<file path="config.mk">
export PLATFORM = sky130hd
export DESIGN_NAME = hazard_scoreboard
export DESIGN_NICKNAME = d
export VERILOG_FILES = /design/src/rtl/hazard_scoreboard.sv
export SDC_FILE = /design/constraint.sdc
export NUM_CORES = 1
export LEC_CHECK = 0
export ABC_AREA = 0
export BUFFER_PORTS_ARGS = -buffer_cell sky130_fd_sc_hd__clkbuf_2
export CAP_MARGIN = 20
export CORE_MARGIN = 2
export CORE_UTILIZATION = 52
export DETAILED_ROUTE_END_ITERATION = 6
export PLACE_DENSITY = 0.79
export SETUP_SLACK_MARGIN = 0.4
export SKIP_CTS_REPAIR_TIMING = 1
export SYNTH_ARGS = -nofsm -noshare
export SYNTH_HDL_FRONTEND = slang
export SYNTH_SLANG_ARGS = --single-unit
</file>
<file path="constraint.sdc">
create_clock -name clk -period 2.8 [get_ports clk]
set_clock_uncertainty 0.1 [all_clocks]
set_input_delay 0.42 -clock clk [delete_from_list [all_inputs] [get_ports clk]]
set_output_delay 0.42 -clock clk [all_outputs]
set_load 0.005 [all_outputs]
</file>
<file path="src/rtl/hazard_scoreboard.sv">
// Producer-side hazard tracker: holds dest/Tnew of the E and M instructions and the HI/LO busy counter,
// and raises stall when a D-stage source cannot be forwarded in time. Optional macro: HAZARD_STATS_EN.
module hazard_scoreboard #(
   parameter int MULT_CYCLES = 5,
   parameter int DIV_CYCLES  = 10,
   parameter int CNT_W       = 4
) (
   input  logic             clk,
   input  logic             reset,
   input  logic [4:0]       A1_D,
   input  logic [4:0]       A2_D,
   input  logic [1:0]       tuse1_D,
   input  logic [1:0]       tuse2_D,
   input  logic [4:0]       A3_D,
   input  logic [1:0]       tnew_D,
   input  logic             md_D,
   input  logic             start_D,
   input  logic             div_D,
   output logic             stall,
   output logic             en_PC,
   output logic             en_D,
   output logic             flush_E,
   output logic             busy_md
`ifdef HAZARD_STATS_EN
   ,
   output logic [31:0]      stall_cnt,
   output logic [31:0]      md_stall_cnt
`endif
);

   logic [4:0]       a3_e;
   logic [1:0]       tnew_e;
   logic             start_e;
   logic             div_e;
   logic [4:0]       a3_m;
   logic [1:0]       tnew_m;
   logic [CNT_W-1:0] cnt;

   logic             reg_stall;
   logic             md_stall;

   // A source stalls only if its producer still needs more cycles than the consumer can wait.
   function automatic logic src_hazard(input logic [4:0] a, input logic [1:0] tuse,
                                       input logic [4:0] a3e, input logic [1:0] tne,
                                       input logic [4:0] a3m, input logic [1:0] tnm);
      src_hazard = (a != 5'd0) && (tuse != 2'd3) &&
                   (((a == a3e) && (tne > tuse)) || ((a == a3m) && (tnm > tuse)));
   endfunction

   always_comb begin
      reg_stall = src_hazard(A1_D, tuse1_D, a3_e, tnew_e, a3_m, tnew_m) ||
                  src_hazard(A2_D, tuse2_D, a3_e, tnew_e, a3_m, tnew_m);
      busy_md   = !reset && (start_e || (cnt != '0));
      md_stall  = md_D && busy_md;
      stall     = !reset && (reg_stall || md_stall);
      en_PC     = !stall;
      en_D      = !stall;
      flush_E   = stall;
   end

   always_ff @(posedge clk) begin
      if (reset) begin
         a3_e    <= '0;
         tnew_e  <= '0;
         start_e <= 1'b0;
         div_e   <= 1'b0;
         a3_m    <= '0;
         tnew_m  <= '0;
      end else begin
         if (stall) begin
            a3_e    <= '0;
            tnew_e  <= '0;
            start_e <= 1'b0;
            div_e   <= 1'b0;
         end else begin
            a3_e    <= A3_D;
            tnew_e  <= tnew_D;
            start_e <= start_D;
            div_e   <= div_D;
         end
         a3_m   <= a3_e;
         tnew_m <= (tnew_e == 2'd0) ? 2'd0 : tnew_e - 2'd1;
      end
   end

   // Busy spans the E cycle of the start plus N counted cycles after it.
   always_ff @(posedge clk) begin
      if (reset) begin
         cnt <= '0;
      end else if (start_e) begin
         cnt <= div_e ? CNT_W'(DIV_CYCLES) : CNT_W'(MULT_CYCLES);
      end else if (cnt != '0) begin
         cnt <= cnt - 1'b1;
      end
   end

`ifdef HAZARD_STATS_EN
   always_ff @(posedge clk) begin
      if (reset) begin
         stall_cnt    <= '0;
         md_stall_cnt <= '0;
      end else begin
         if (stall)    stall_cnt    <= stall_cnt + 32'd1;
         if (md_stall) md_stall_cnt <= md_stall_cnt + 32'd1;
      end
   end
`endif

endmodule

</file>
### Yosys cells after proc, flatten, opt, wreduce, memory -nomap -nowiden

Index checks and enable logic that the tools add are counted.

| cells by class | value |
|---|---|
| add/sub/neg operators | 2 |
| $lt $le $gt $ge | 4 |
| eq/ne operators | 6 |
| mux-type cells | 3 |
| reductions and logical operators | 25 |

Operator list:

| cell | count |
|---|---|
| $eq 5x5->1 | 4 |
| $mux 4 | 3 |
| $logic_and 1x1->1 | 11 |
| $reduce_bool 5->1 | 2 |
| $gt 2x2->1 | 4 |
| $logic_or 1x1->1 | 5 |
| $ne 2x2->1 const B | 2 |
| $reduce_bool 4->1 | 1 |
| $reduce_or 2->1 | 2 |
| $sub 4x1->4 const B | 1 |
| $logic_not 1->1 | 2 |
| $logic_not 2->1 | 1 |
| $reduce_bool 2->1 | 1 |
| $sub 2x1->2 const B | 1 |

| word-level totals | value |
|---|---|
| register bits after elaboration | 20 |
| input bits | 26 |
| output and inout port bits | 5 |

### Depth between registers and ports, before layout

Gate-level depths: netlist of run 1.

| logic depth | value |
|---|---|
| word-level depth | 8 |
| gate-level depth with buffers | 9 |
| depth with buffers taken out | 7 |

### Least setup slack after synthesis of run 1

OpenSTA, ideal clock, no wires.

| timing path | value |
|---|---|
| path kind | input-to-output |
| start | input port tuse2_D[1] |
| end | output port en_PC |
| arrival time | 2.088 ns |
| data required time | 2.280 ns |
| path slack | 0.192 ns |
| stages on the path | 9 |
| path buffers | 2 |
| cells stage by stage | inv_1 -> ha_1 -> nand2_1 -> nand4_1 -> or4_1 -> a221oi_2 -> buf_6 -> o31ai_2 -> buf_4 |

| on the way | value |
|---|---|
| cells in the longest elaborated chain, start to end | 8 |
| elaborated cells between the ends (all ways) | 12 |
| those cells by class | order compare: 2; eq/ne: 1; reduce/logical: 9 |

RTL lines:

| what | RTL line | source |
|---|---|---|
| from (decl) | 13 | `input logic [1:0] tuse2_D,` |
| $gt 2x2->1 | 47 | `(((a == a3e) && (tne > tuse)) \|\| ((a == a3m) && (tnm > tuse)));` |
| $logic_and 1x1->1 | 47 |  |
| $logic_or 1x1->1 | 47 |  |
| $logic_and 1x1->1 (*) | 46 | `src_hazard = (a != 5'd0) && (tuse != 2'd3) &&` |
| $logic_or 1x1->1 (*) | 51 | `reg_stall = src_hazard(A1_D, tuse1_D, a3_e, tnew_e, a3_m, tnew_m) \|\|` |
| $logic_or 1x1->1 (*) | 55 | `stall = !reset && (reg_stall \|\| md_stall);` |
| $logic_and 1x1->1 (*) | 55 |  |
| $logic_not 1->1 (*) | -- |  |
| to (decl) | 20 | `output logic en_PC,` |

Every way passes the cells marked *; elsewhere a longest branch is shown, timed or not.

### Final worst setup path of run 1

| timing path | value |
|---|---|
| start | input port tuse2_D[1] |
| end | output port en_D |

| on the way | value |
|---|---|
| cells in the longest elaborated chain, start to end | 8 |
| elaborated cells between the ends (all ways) | 12 |
| those cells by class | order compare: 2; eq/ne: 1; reduce/logical: 9 |

RTL lines:

| what | RTL line | source |
|---|---|---|
| $gt 2x2->1 | 47 |  |
| $logic_and 1x1->1 | 47 |  |
| $logic_or 1x1->1 | 47 |  |
| $logic_and 1x1->1 (*) | 46 |  |
| $logic_or 1x1->1 (*) | 51 |  |
| $logic_or 1x1->1 (*) | 55 |  |
| $logic_and 1x1->1 (*) | 55 |  |
| $logic_not 1->1 (*) | 57 | `en_D = !stall;` |
| to (decl) | 21 | `output logic en_D,` |

Marked as above.

==> results.yml, run 1 <==
finish:
  n_antenna_cell: 0
  postLayoutCoreUtil_pct: 70.1
  fill_cells: 168
  area_growth_pct: 27.7
  drive_above_1_share_pct: 35.7
  seqCellArea_sq_um: 407
  multi_input_area_sq_um: 815
  fin_nets: 210
global_route:
  grt_pass1_vias: 1001
  overflow: 0
  grt_usage_pct: 20.1
  grt_max_degree: 13
  grt_pass1_wl_microns: 3980
  antenna_found_initial: 0
hold_path:
  hold_path_end: "tnew_e[1]$_SDFF_PP0_"
  hold_class: "input pin to flip-flop"
  min_path_cells: 3
  worstHoldStart: "tnew_D[1]"
sta:
  slew_viol_final: 0
  rsz0062_at_grt: "yes"
  timing.fmax_mhz: 358
  fin_crit_sh_pct: 99.7
  min_period_ns: 2.79
  setup_viol: 0
  worst_slew_pin_slew_ns: 0.381
  slew_headroom_pct: 74.5
  timing.hold.ws_ns: 0.249
  hold_viol: 0
yosys:
  yosys.area.top_type_share_pct: 33.3
  yosysWarnings: 0
  synthCells: 138
  synth-edff-count: 0
  synth_area_sq_mm: 0.00120
  yosysTopAreaCell: "dfxtp_1"
  ys_seq_area_share_pct: 33.3
  synth_ff_type: "dfxtp_1"
  synthTopCellsByCount: "dfxtp_1 (20), inv_1 (13), xnor2_1 (13)"
  ys_ff_latch: 20
  syn_nets: 175
  synth_area_leaders: "dfxtp_1 (33%), ha_1 (11%), xnor2_1 (9.5%)"
  yosysMostFrequentCell: "dfxtp_1"
  async_reset_ff_share_pct: 0
  synth.avg_cell_area_sq_um: 8.71
  ys_types: 27
clock_network:
  cts_root_buf: "clkbuf_4"
  cts.sinks: 20
  cts_buffers: 3
  clockBufferDepth: 2
  cts_tree: "yes"
  clk_pin_slew_worst_paths_ns: 0.10
  clock_latency_ns: 0.29
  htreeDepth: 1
worst_setup_path:
  critPathMaxFanout: 2
  worstReg2RegStart: "tnew_m[1]$_SDFF_PP0_"
  slowest_stage: "or4_4"
  critical_path_class: "input pin to output pin"
  ff2ff_path_depth: 8
  regToRegEndpoint: "a3_e[1]$_SDFF_PP0_"
  cp.arrival_ns: 2.27
  path_cells: "clkbuf_2 -> inv_12 -> ha_4 -> nand2_2 -> nand4_1 -> or4_4 -> a221oi_4 -> buf_4 -> o31ai_4 -> clkbuf_2"
  worstSetupEndpointType: "output pin"
  required_ns: 2.28
  startpoint_type: "input pin"
  crit_top_cell: "clkbuf_2"
  reg2reg_slack_ns: 0.65
  cpPeakStageDelay_ns: 0.51
detailed_routing:
  num_vias: 1059
  route.detailed.drc: 0
  wl_microns: 2610
  vias_per_cell: 5.32
  avgRoutedWirePerCell_microns: 13.1
  drtIter0Drc: 23
  ant_nets: 0
  dr.pass1.iters: 4
power:
  vdd_drop_max_uv: 597
  p_leak_nw: 0.703
  finalPower_uw: 892
  powerDensity_mw_per_mm2: 581
die:
  die_x_microns: 52.1
  die_y_microns: 52.1
  pin_count: 31
  die_area_sq_mm: 0.00271
  rows: 17
  start_util_pct: 54.9
  coreArea_sq_mm: 0.00219
run_status:
  status: "finished clean"
flow_run:
  maxCapViolCount: 0
placement:
  place.gp.congestion: 0.917
  port_buffers: 30
  hpwlAfterDp_microns: 2080
[how the worst max path moves through the flow]
stage	end	from	cells after the start	slack, ns
final	en_D	tuse2_D[1]	10	0.007
after global routing	en_D	tuse2_D[1]	10	-0.05
after CTS	flush_E	tnew_e[0]$_SDFF_PP0_	8	-0.06
after detailed placement	flush_E	tuse2_D[1]	8	0.05
after global placement	flush_E	tuse2_D[1]	8	0.09
after floorplan	en_PC	tuse2_D[1]	8	0.35
[cells by family after synthesis]
logic type / after synthesis / share of synthesized area [%]
AOI/OAI and AO/OA: 13 / 8.53
DFF: 20 / 33.3
and+or+nand+nor: 52 / 22.8
adders and majority gates: 11 / 11.4
buffers and inverters: 19 / 7.18
xor gates and xnor gates: 23 / 16.8
[area by class of cell]
type                            instances  share of cell area [%]
Tap cell                               28                    2.28
Sequential cell                        20                    26.5
Multi-Input combinational cell         99                    53.1
Inverter                               13                    3.99
Clock buffer                            3                    1.47
Timing Repair Buffer                   36                    12.7
[cells in the final DEF (no fill, tap or decap)]
master    count
inv_12        1
ha_1          7
o221a_2       1
o31ai_4       1
a211oi_1      1
clkbuf_4      3
a21oi_2       1
or3b_4        1
nor4_1        2
buf_4         6
a21oi_1       4
nand2_2       1
xor2_1       10
nand4_1       4
a221oi_4      1
nand2_1       5
nand2_4       1
o21a_4        1
nor3_1       12
inv_2         2
or4_1         2
inv_1        10
dfxtp_1      15
o21ai_0       1
dfxtp_2       5
buf_2         1
ha_4          4
nor2b_1       6
o31a_1        1
nand3_1       9
xnor2_1      13
o211a_1       1
nor2_1        7
clkbuf_2     29
or4_4         2
[registers in the layout (all words and copies together), names as in the netlist]
signal	cells
a3_e	5
a3_m	5
cnt	4
div_e	1
start_e	1
tnew_e	2
tnew_m	2
[critical path: cells and delay by family]
family	cells	cell delay, ns
fa+ha+maj	1	0.24
buf+inv	4	0.56
compound gates	2	0.39
simple gates	3	0.67
[metrics by stage]
step	area, sq um	TNS [ns]	worst slack (ns)	cells
after floorplan	1250	0	0.346	138
after global placement	1420	0	0.0856	192
after detailed placement	1420	0	0.0474	192
after CTS	1440	-0.127	-0.0561	195
after global routing	1540	-0.0933	-0.0475	199
final	1540	0	0.00729	199
[where the power goes]
part | leakage (nW) | switching [mW] | total (mW) | internal [mW]
sequential | 0.167 | 0.0473 | 0.383 | 0.336
combinational | 0.523 | 0.184 | 0.380 | 0.197
clock | 0.0138 | 0.0780 | 0.128 | 0.0501
total | 0.703 | 0.309 | 0.892 | 0.583
[per-layer routing]
layer,track usage [%],up-vias,part of all wire [%]
met1,22.9,480,43
met5,0,-,0
met4,11.8,0,2.1
met2,36.1,33,50
li1,-,540,-
met3,1.72,6,4.4
Note: power is estimated with default switching activity, not from simulation.
==> run 2: changes to the inputs <==
--- a/config.mk
+++ b/config.mk
@@ -9,10 +9,10 @@
 export BUFFER_PORTS_ARGS = -buffer_cell sky130_fd_sc_hd__clkbuf_2
 export CAP_MARGIN = 20
 export CORE_MARGIN = 2
-export CORE_UTILIZATION = 52
+export CORE_UTILIZATION = 47
 export DETAILED_ROUTE_END_ITERATION = 6
-export PLACE_DENSITY = 0.79
-export SETUP_SLACK_MARGIN = 0.4
+export PLACE_DENSITY = 0.75
+export SETUP_SLACK_MARGIN = 0.05
 export SKIP_CTS_REPAIR_TIMING = 1
 export SYNTH_ARGS = -nofsm -noshare
 export SYNTH_HDL_FRONTEND = slang
==> constraint.sdc (replaced) <==
create_clock -name clk -period 2.45 [get_ports clk]
set_clock_uncertainty 0.1 [all_clocks]
set_input_delay 0.3675 -clock clk [delete_from_list [all_inputs] [get_ports clk]]
set_output_delay 0.3675 -clock clk [all_outputs]
set_load 0.005 [all_outputs]
==> run 2 against run 1 <==
  * The flow now finishes with violations (negative setup slack)
  * Non-clock buffer count grew 3
  * Setup slack lost 0.23 ns
  * Utilization shrank 8.1 points
  * Clock power grew 39%
  * Sequential share of layout area grew 0.18 points
  * Wire length shrank 2.5%
==> results.yml, run 2 (same netlist as run 1, synthesis figures left out) <==
flow_run:
  maxCapViolCount: 0
power:
  pwr-share-comb_pct: 39.8
  power_frac_clock_pct: 17.5
  p_int_uw: 682
  p_leak_nw: 0.701
  netSwitchingFraction_pct: 32.9
  vdd_drop_max_uv: 619
  switching_power_uw: 334
  powerDensity_mw_per_mm2: 668
  p_seq_share_pct: 42.7
finish:
  design_area_sq_mm: 0.00152
  seqCellArea_sq_um: 405
  layout_common_cells: "clkbuf_2 (30), dfxtp_1 (16), xnor2_1 (13)"
  final_common_cell: "clkbuf_2"
  multi_input_area_sq_um: 774
  n_antenna_cell: 0
  fin_nets: 213
  area_growth_pct: 26.4
  fill_cells: 219
  top_regs: "a3_e x5, a3_m x5, cnt x4"
  drive_above_1_share_pct: 34.3
detailed_routing:
  ant_nets: 0
  num_vias: 1058
  route.detailed.drc: 0
  wl_microns: 2540
  vias_per_cell: 5.16
  dr.pass1.iters: 4
  avgRoutedWirePerCell_microns: 12.4
  drtIter0Drc: 9
placement:
  hpwlAfterDp_microns: 2130
  place.gp.congestion: 0.821
  place_area_sq_mm: 0.00141
  port_buffers: 30
clock_network:
  cts_tree: "yes"
  cts.sinks: 20
  clk_pin_slew_worst_paths_ns: 0.10
  cts_root_buf: "clkbuf_4"
  cts_buffers: 3
  clockBufferDepth: 2
  htreeDepth: 1
  clock_latency_ns: 0.29
global_route:
  overflow: 0
  antenna_found_initial: 0
  grt_pass1_vias: 962
  grt_usage_pct: 17.8
  grt_pass1_wl_microns: 3820
  grt_max_degree: 13
sta:
  worst_slack_ns: -0.227
  timing.fmax_mhz: 374
  min_period_ns: 2.68
  fin_crit_sh_pct: 109
  worst_slew_pin_slew_ns: 0.330
  slew_headroom_pct: 78.0
  rsz0062_at_grt: "yes"
  timing.hold.ws_ns: 0.195
  setup_viol: 4
  slew_viol_final: 0
  hold_viol: 0
worst_setup_path:
  required_ns: 1.98
  critical_path_class: "flip-flop to output pin"
  critPathMaxFanout: 4
  reg2reg_slack_ns: 0.31
  worstReg2RegStart: "tnew_e[0]$_SDFF_PP0_"
  worstSetupEndpointType: "output pin"
  regToRegEndpoint: "a3_e[1]$_SDFF_PP0_"
  ff2ff_path_depth: 10
  cp.arrival_ns: 2.21
  startpoint_type: "flip-flop"
die:
  die_x_microns: 54.6
  die_y_microns: 54.6
  coreArea_sq_mm: 0.00245
  rows: 18
  pin_count: 31
  die_area_sq_mm: 0.00298
  start_util_pct: 49.0
hold_path:
  min_path_cells: 3
  hold_class: "input pin to flip-flop"
  worstHoldStart: "tnew_D[1]"
  hold_path_end: "tnew_e[1]$_SDFF_PP0_"
run_status:
  status: "complete, but fails checks"
  violations: "negative setup slack"
run 2: layout make-up:
cell class              count  area share [%]
multi-input cells          99            50.9
well taps                  30            2.47
clock buffers               4            2.39
repair buffers             39            14.3
flip-flops and latches     20            26.7
inverters                  13            3.21
run 2: layer usage:
metal	up-vias	global-route usage [%]	part of all wire [%]
met4	0	10.8	4.0
li1	543	-	-
met5	-	0	0
met3	12	1.09	4.9
met1	463	21.6	45
met2	40	30.4	46
run 2: worst max path at each step:
stage                     slack (ns)                 start  endpoint  cells past startpoint
after global placement         -0.06            tuse2_D[1]   flush_E                     10
after floorplan                 0.06            tuse2_D[1]     en_PC                      9
final                          -0.23  tnew_e[0]$_SDFF_PP0_     stall                      9
after detailed placement       -0.11            tuse2_D[1]     stall                     10
after global routing           -0.32  tnew_e[0]$_SDFF_PP0_     stall                      9
after CTS                      -0.29  tnew_e[0]$_SDFF_PP0_     stall                      9
run 2: worst max-delay path: stages, from the launching register on:
cell	delay, ns
dfxtp_2	0.34
inv_2	0.08
ha_4	0.20
nand2_2	0.05
nand4_1	0.08
or4_1	0.49
a221oi_2	0.27
buf_4	0.17
o31a_1	0.13
clkbuf_2	0.11
run 2: through the flow:
step	worst slack (ns)	setup TNS (ns)	power (mW)	instances	utilization, %
after floorplan	0.0590	0	0.704	138	-
after global placement	-0.0635	-0.157	0.791	199	57.2
after detailed placement	-0.111	-0.339	0.811	199	57.2
after CTS	-0.287	-1.04	0.992	203	58.7
after global routing	-0.315	-1.14	1.11	205	61.9
final	-0.227	-0.806	1.02	205	61.9
run 2: power groups by stage:
stage | registers, mW | logic (mW) | clock network [mW]
4_1_cts | 0.429 | 0.377 | 0.186
6_report | 0.434 | 0.404 | 0.178
2_1_floorplan | 0.423 | 0.280 | 0
5_1_grt | 0.440 | 0.464 | 0.204
3_3_place_gp | 0.432 | 0.359 | 0
3_5_place_dp | 0.437 | 0.374 | 0
==> run 3: changes to the inputs <==
--- a/config.mk
+++ b/config.mk
@@ -11,6 +11,7 @@
 export CORE_MARGIN = 2
 export CORE_UTILIZATION = 47
 export DETAILED_ROUTE_END_ITERATION = 6
+export MAX_ROUTING_LAYER = met4
 export PLACE_DENSITY = 0.75
 export SETUP_SLACK_MARGIN = 0.05
 export SKIP_CTS_REPAIR_TIMING = 1
==> run 3 against run 2 <==
  * Critical path depth down 2
  * Largest power group unchanged
  * Non-clock buffer count fell by 2
  * Critical path type unchanged
  * Sequential share of layout area increased by 0.15 points
  * Count of clock-buffer cells in the layout unchanged
  * Utilization fell by 0.36 points
  * The run still ends with negative setup slack left
  * Register-to-register slack better by 0.10 ns
  * Clock power about the same
  * Critical endpoint unchanged
==> results.yml, run 3 (same netlist as run 1, synthesis figures left out) <==
sta:
  min_period_ns: 2.66
  worst_slack_ns: -0.209
  timing.fmax_mhz: 376
  slew_headroom_pct: 78.3
  slew_viol_final: 0
  worst_slew_pin_slew_ns: 0.325
  hold_viol: 0
  setup_viol: 4
  rsz0062_at_grt: "yes"
  fin_crit_sh_pct: 109
  final.setup.tns_ns: -0.774
finish:
  postLayoutCoreUtil_pct: 61.6
  top_regs: "a3_e x5, a3_m x5, cnt x4"
  n_antenna_cell: 0
  final_common_cell: "clkbuf_2"
  area_growth_pct: 25.7
  layout_common_cells: "clkbuf_2 (29), dfxtp_1 (16), xnor2_1 (13)"
  drive_above_1_share_pct: 34.1
  fin_nets: 211
global_route:
  overflow: 0
  grt_max_degree: 13
  antenna_found_initial: 0
  grt_usage_pct: 19.9
  grt_pass1_wl_microns: 4030
  grt_pass1_vias: 988
worst_setup_path:
  cpPeakStageDelay_ns: 0.53
  path_buf_inv: 2
  slowest_stage: "or4_4"
  cp.arrival_ns: 2.19
  required_ns: 1.98
  crit_family: "simple AND/OR/NAND/NOR gates"
  critical_path_class: "flip-flop to output pin"
  startpoint_type: "flip-flop"
  path_cells: "ha_4 -> a21oi_1 -> or4_4 -> a221oi_2 -> buf_4 -> o31a_1 -> clkbuf_2"
  worstSetupEndpointType: "output pin"
  critPathMaxFanout: 4
detailed_routing:
  ant_nets: 0
  route.detailed.drc: 0
  wl_microns: 2770
  vias_per_cell: 5.21
  num_vias: 1058
  drtIter0Drc: 6
  avgRoutedWirePerCell_microns: 13.6
  dr.pass1.iters: 4
power:
  p_leak_nw: 0.692
  vdd_drop_max_uv: 673
  powerDensity_mw_per_mm2: 679
clock_network:
  clk_pin_slew_worst_paths_ns: 0.10
  htreeDepth: 1
  cts_root_buf: "clkbuf_4"
  cts_tree: "yes"
  clockBufferDepth: 2
  cts_buffers: 3
  cts.sinks: 20
  clock_latency_ns: 0.29
run_status:
  status: "complete, but fails checks"
  violations: "negative setup slack"
placement:
  hpwlAfterDp_microns: 2180
  place.gp.congestion: 0.813
  port_buffers: 30
  dp_slack_ns: -0.143
flow_run:
  maxCapViolCount: 0
die:
  coreArea_sq_mm: 0.00245
  die_y_microns: 54.6
  rows: 18
  pin_count: 31
  start_util_pct: 49.0
  die_x_microns: 54.6
  die_area_sq_mm: 0.00298
hold_path:
  hold_class: "input pin to flip-flop"
==> run 3: worst paths after layout <==
| check | from | endpoint | slack, ns | cells after the start |
|---|---|---|---|---|
| worst max register to register | tnew_m[1]$_SDFF_PP0_ | a3_e[4]$_SDFF_PP0_ | 0.41 | 7 |
| worst min register to register | tnew_e[0]$_SDFF_PP0_ | tnew_m[0]$_SDFF_PP0_ | 0.35 | 1 |
| worst max-delay path | tnew_m[1]$_SDFF_PP0_ | stall | -0.21 | 7 |
| worst min-delay path | tnew_D[0] | tnew_e[0]$_SDFF_PP0_ | 0.19 | 3 |
==> run 3: per-layer routing <==
layer / routed length [microns] / vias up / global-route usage, %
met3: 130 / 8 / 1.91
met1: 1160 / 470 / 21.3
li1: - / 545 / -
met2: 1400 / 35 / 34.9
met4: 72 / 0 / 12.5
met5: 0 / - / -
==> run 3: tightest hold or removal path, cell delays in order <==
cell and delay [ns]:
clkbuf_2 0.08, nand3_1 0.06, nor3_1 0.04
==> run 3: layout make-up <==
type                            count  area [sq um]
Fill cell                         231           943
Inverter                           13          51.3
Clock buffer                        4          36.3
Tap cell                           30          37.5
Multi-Input combinational cell     99           778
Timing Repair Buffer               37           203
Sequential cell                    20           405
==> run 3: stage by stage <==
| stage | std cells | hold WS, ns | area [sq um] | power (mW) |
|---|---|---|---|---|
| after floorplan | 138 | 0.300 | 1200 | 0.704 |
| after global placement | 199 | 0.307 | 1410 | 0.791 |
| after detailed placement | 199 | 0.311 | 1410 | 0.814 |
| after CTS | 203 | 0.186 | 1440 | 0.997 |
| after global routing | 203 | 0.181 | 1510 | 1.11 |
| final | 203 | 0.192 | 1510 | 1.03 |
==> run 3: power by group <==
| part | internal, mW | total, mW | switching (mW) |
|---|---|---|---|
| logic | 0.210 | 0.412 | 0.202 |
| registers | 0.382 | 0.436 | 0.0533 |
| clock network | 0.0905 | 0.179 | 0.0888 |
